### src/rtl/jt51_sh_tap.sv
`default_nettype none
// ============================================================================
//  Module   : jt51_sh_tap
//  Purpose  : Random-access reader for a 2**slotw-slot time-multiplexed
//             stream (operator pipeline shift registers).
//             - Follows the slot position using a slot-0 sync strobe.
//             - Captures the word present on the requested slot.
//             - Returns that word over a valid/ready handshake.
//  Ports    : clk, rst_n       - clock, asynchronous active-low reset
//             cen              - clock enable, stream advances one slot per cen
//             sync             - slot 0 present on din this cen cycle
//             din              - stream word
//             req, slot        - read request and requested slot index
//             busy             - a request is outstanding
//             dout_valid/ready - handshake for the captured word
//             dout             - captured word
//             desync           - sticky: sync seen off the expected slot
//  Revision : 1.0 - initial release
// ============================================================================
module jt51_sh_tap #(
  parameter int width = 14,
  parameter int slotw = 5
) (
  input  logic             clk,
  input  logic             rst_n,
  input  logic             cen,
  input  logic             sync,
  input  logic [width-1:0] din,
  input  logic             req,
  input  logic [slotw-1:0] slot,
  output logic             busy,
  output logic             dout_valid,
  input  logic             dout_ready,
  output logic [width-1:0] dout,
  output logic             desync
);

  typedef enum logic [1:0] {
    S_IDLE  = 2'd0,
    S_ARMED = 2'd1,
    S_HOLD  = 2'd2
  } state_t;

  state_t           state, state_nxt;
  logic [slotw-1:0] cnt;
  logic             locked;
  logic [slotw-1:0] target;

  logic [slotw-1:0] cur;
  logic             aligned;
  logic             accept;
  logic             capture;
  logic             desync_set;

  // Slot on din this cycle: the strobe itself marks slot 0.
  assign cur = sync ? '0 : cnt;

  // The strobe establishes alignment on its own cycle, so a slot-0 request
  // armed before the first sync captures on that very strobe edge.
  assign aligned = locked | sync;

  assign desync_set = cen & sync & locked & (cnt != '0);

  // --------------------------------------------------------------------------
  // Slot tracking
  // --------------------------------------------------------------------------
  always_ff @(posedge clk or negedge rst_n) begin
    if (!rst_n) begin
      cnt    <= '0;
      locked <= 1'b0;
    end else if (cen) begin
      if (sync) begin
        cnt    <= slotw'(1);
        locked <= 1'b1;
      end else begin
        cnt    <= cnt + slotw'(1);   // natural wrap at 2**slotw-1
      end
    end
  end

  // --------------------------------------------------------------------------
  // Request FSM: state register
  // --------------------------------------------------------------------------
  always_ff @(posedge clk or negedge rst_n) begin
    if (!rst_n) begin
      state <= S_IDLE;
    end else begin
      state <= state_nxt;
    end
  end

  // --------------------------------------------------------------------------
  // Request FSM: next state and strobes
  // --------------------------------------------------------------------------
  always_comb begin
    state_nxt = state;
    accept    = 1'b0;
    capture   = 1'b0;
    case (state)
      S_IDLE: begin
        if (req) begin
          accept    = 1'b1;
          state_nxt = S_ARMED;
        end
      end
      S_ARMED: begin
        if (cen && aligned && (cur == target)) begin
          capture   = 1'b1;
          state_nxt = S_HOLD;
        end
      end
      S_HOLD: begin
        if (dout_ready) begin
          state_nxt = S_IDLE;
        end
      end
      default: begin
        state_nxt = S_IDLE;
      end
    endcase
  end

  assign busy       = (state != S_IDLE);
  assign dout_valid = (state == S_HOLD);

  // --------------------------------------------------------------------------
  // Datapath: target latch, capture register, sticky desync flag
  // --------------------------------------------------------------------------
  always_ff @(posedge clk or negedge rst_n) begin
    if (!rst_n) begin
      target <= '0;
      dout   <= '0;
    end else begin
      if (accept) begin
        target <= slot;
      end
      if (capture) begin
        dout <= din;
      end
    end
  end

  // A new misalignment on the accepting edge takes priority over the clear.
  always_ff @(posedge clk or negedge rst_n) begin
    if (!rst_n) begin
      desync <= 1'b0;
    end else if (desync_set) begin
      desync <= 1'b1;
    end else if (accept) begin
      desync <= 1'b0;
    end
  end

endmodule
`default_nettype wire
### config.mk
export PLATFORM = sky130hd
export DESIGN_NAME = jt51_sh_tap
export DESIGN_NICKNAME = d
export VERILOG_FILES = /design/src/rtl/jt51_sh_tap.sv
export SDC_FILE = /design/constraint.sdc
export NUM_CORES = 1
export LEC_CHECK = 0
export BUFFER_PORTS_ARGS = -buffer_cell sky130_fd_sc_hd__buf_4
export CAP_MARGIN = 20
export CELL_PAD_IN_SITES_DETAIL_PLACEMENT = 0
export CELL_PAD_IN_SITES_GLOBAL_PLACEMENT = 1
export CORE_ASPECT_RATIO = 0.6
export CORE_MARGIN = 2
export CORE_UTILIZATION = 39
export CTS_CLUSTER_SIZE = 14
export DETAILED_ROUTE_END_ITERATION = 16
export GPL_ROUTABILITY_DRIVEN = 0
export PLACE_DENSITY_LB_ADDON = 0.1
export SLEW_MARGIN = 20
export SYNTH_ARGS = -nofsm -noshare
export SYNTH_HDL_FRONTEND = slang
export SYNTH_SLANG_ARGS = --single-unit
### constraint.sdc
create_clock -name clk -period 2.57 [get_ports clk]
set_clock_uncertainty 0.2 [all_clocks]
set_input_delay 0.257 -clock clk [delete_from_list [all_inputs] [get_ports clk]]
set_output_delay 0.257 -clock clk [all_outputs]
set_load 0.02 [all_outputs]
==> results.json <==
{
  "synth-async-reset-ratio_pct": 100.0,
  "cts_buffers": 3,
  "finalWorstSetupSlack_ps": 512.5,
  "worstSetupEndpointType": "flip-flop",
  "slowest_delay_ps": 470,
  "syn_area_mm2": 0.001339,
  "cts.path.max_buffers": 2,
  "h-tree-depth": 1,
  "die_h_um": 49.39,
  "rows": 16,
  "layout_worst_path_cycle_share_pct": 80.06,
  "dp_slack_ps": 514.9,
  "critPathLaunchType": "flip-flop",
  "ys_types": 28,
  "ys_ff_latch": 28,
  "io_pins": 42,
  "antenna_found_initial": 0,
  "power.leakage_nw": 0.8760,
  "crit_fanout": 15,
  "path_delay_family": "simple AND/OR/NAND/NOR gates",
  "tightest_slew_ps": 692.8,
  "syn_avg_cell_area_um2": 12.51,
  "layout_common_cells": "buf_4 (41), dfrtp_1 (28), mux2_2 (10)",
  "synth_seq_area_share_pct": 52.34,
  "drtAntennaViolNets": 0,
  "critPathKind": "flip-flop to flip-flop",
  "cp.required_ps": 2530,
  "post-dp-hpwl_um": 2002,
  "peakVddDrop_mv": 0.5392,
  "drive_gt1_share_pct": 44.44,
  "n_antenna_cell": 0,
  "grt_overflow": 0,
  "holdCritStartpoint": "din[13]",
  "ys_warn_count": 0,
  "rsz0062_at_grt": "false",
  "crit_path_start": "cnt[0]$_DFFE_PN0P_",
  "r2r_start": "cnt[0]$_DFFE_PN0P_",
  "nets": 181,
  "reg2regPathDepth": 5,
  "worstPathArrival_ps": 2020,
  "cp_num_buf_inv": 0,
  "worstReg2RegEnd": "dout[7]$_DFFE_PN0P_",
  "setup_viol": 0,
  "post_cts_buffers": 0,
  "fmax_ghz": 0.4860,
  "slew-limit-headroom_pct": 53.64,
  "clk_latency_ps": 270,
  "drt-total-wl_um": 2706,
  "cp.depth": 5,
  "cts_tree": "built",
  "grt_pass1_vias": 997,
  "grt_max_degree": 29,
  "synth_nets": 134,
  "post_drt_via_cell_ratio": 4.838,
  "synth_edf_count": 0,
  "via_count": 958,
  "dr.pass1.iters": 2,
  "finalMaxSlewViolations": 0,
  "regToRegSetupSlack_ps": 510,
  "final_common_cell": "buf_4",
  "slowest_stage": "dfrtp_1",
  "path_cells": "and4bb_1, a31oi_1, o21ai_2, nand4_4, mux2_4",
  "die_w_um": 79.64,
  "dieArea_mm2": 0.003933,
  "drtIter0Drc": 52,
  "grt_usage_pct": 15.24,
  "hold_viol_final": 0,
  "area_delta_synth_final_pct": 32.24,
  "cts-root-buf": "clkbuf_8",
  "core_area_mm2": 0.003263,
  "portBuffers": 41,
  "drv_cap": 0,
  "critPathCapture": "dout[7]$_DFFE_PN0P_",
  "hold_path_class": "primary input to flip-flop",
  "syn_inst": 107,
  "post_drt_wl_per_cell_um": 13.67,
  "ys.flop_type": "dfrtp_1",
  "initial_core_util_pct": 41.03,
  "outcome": "finished, final reports clean",
  "power_density_mw_per_mm2": 996.0,
  "fin_crit_ps": 2058,
  "grt_first_pass_wirelength_um": 4705,
  "drc": 0,
  "power_mw": 1.763,
  "clkSinkCount": 28,
  "path_clk_slew_ps": 90,
  "tns_ps": 0
}
[Yosys cell counts (2+ instances only)]
library cell	count	share of area, %
a31oi_1	2	0.93
inv_1	6	1.7
o22ai_1	2	0.93
a21oi_1	2	0.75
o21ai_2	2	1.3
ha_1	2	1.9
a21o_1	2	1.1
xnor2_1	2	1.3
mux2_4	9	10
dfrtp_1	28	52
nand3_1	3	1.1
buf_6	2	1.7
o21ai_0	8	3.0
buf_4	2	1.1
nor2_1	6	1.7
nand2_1	5	1.4
nor2b_1	3	1.4
mux2_2	10	8.4
and4bb_1	2	1.9
[report_power, final]
group | internal (mW) | leakage [nW] | switching [mW]
Sequential | 0.611 | 0.348 | 0.133
Combinational | 0.410 | 0.500 | 0.346
Clock | 0.137 | 0.0288 | 0.127
[worst reg2reg max path: stages, from the launching register on]
cell and delay, ps:
dfrtp_1 470, and4bb_1 280, a31oi_1 50, o21ai_2 210, nand4_4 340, mux2_4 410
[state kept, by name, indices dropped and copies added, names as in the netlist]
name,flops
cnt,5
desync,1
locked,1
target,5
state,2
dout,14
[how the worst min path moves through the flow]
| stage | slack (ps) | endpoint | cells past startpoint |
|---|---|---|---|
| CTS | 5 | dout[4]$_DFFE_PN0P_ | 2 |
| global placement | -4 | cnt[0]$_DFFE_PN0P_ | 1 |
| floorplan | -240 | cnt[0]$_DFFE_PN0P_ | 0 |
| detailed placement | -3 | cnt[0]$_DFFE_PN0P_ | 1 |
| global route | 0.7 | dout[6]$_DFFE_PN0P_ | 2 |
| finish | 20 | dout[13]$_DFFE_PN0P_ | 2 |
[layer usage]
metal | vias up | GRT usage (%) | routed length (um)
met5 | - | 0 | 0
met4 | 0 | 0.8621 | 4
met3 | 2 | 4.444 | 125
met2 | 24 | 23.67 | 1176
met1 | 466 | 22.24 | 1398
li1 | 466 | - | -
[cell families (layout without fill, tap and decap cells)]
group / Yosys count / count (layout) / synth area share (%)
AOI/OAI and AO/OA: 20 / 20 / 9.159
xor gates and xnor gates: 2 / 2 / 1.309
adders and majority gates: 2 / 2 / 1.869
buffers and inverters: 10 / 56 / 4.485
DFF: 28 / 28 / 52.34
muxes: 19 / 19 / 18.50
and+or+nand+nor: 26 / 26 / 12.34
[timing repair]
| action | 4_1_cts | 5_1_grt |
|---|---|---|
| setup endpoints to repair | 0 | 0 |
| hold endpoints to repair | 29 | 3 |
| hold buffers | 2 | 3 |
| resized for setup | 0 | 0 |
[area by class of cell]
type	count	area (um2)
tap	45	56.30
inverter	6	22.52
multi-input combinational	69	578.1
sequential	28	700.7
timing repair buffer	46	357.8
fill	294	1493
clock buffer	4	55.05
[through the flow]
step	instances	util, %	instance area [um2]	hold WS (ps)
floorplan	107	-	1339	-238.6
global placement	189	51.04	1665	-4.124
detailed placement	189	51.04	1665	-2.543
CTS	195	53.34	1740	4.732
global route	198	54.26	1770	0.6973
finish	198	54.26	1770	15.44
(Power assumes the default switching activity.)
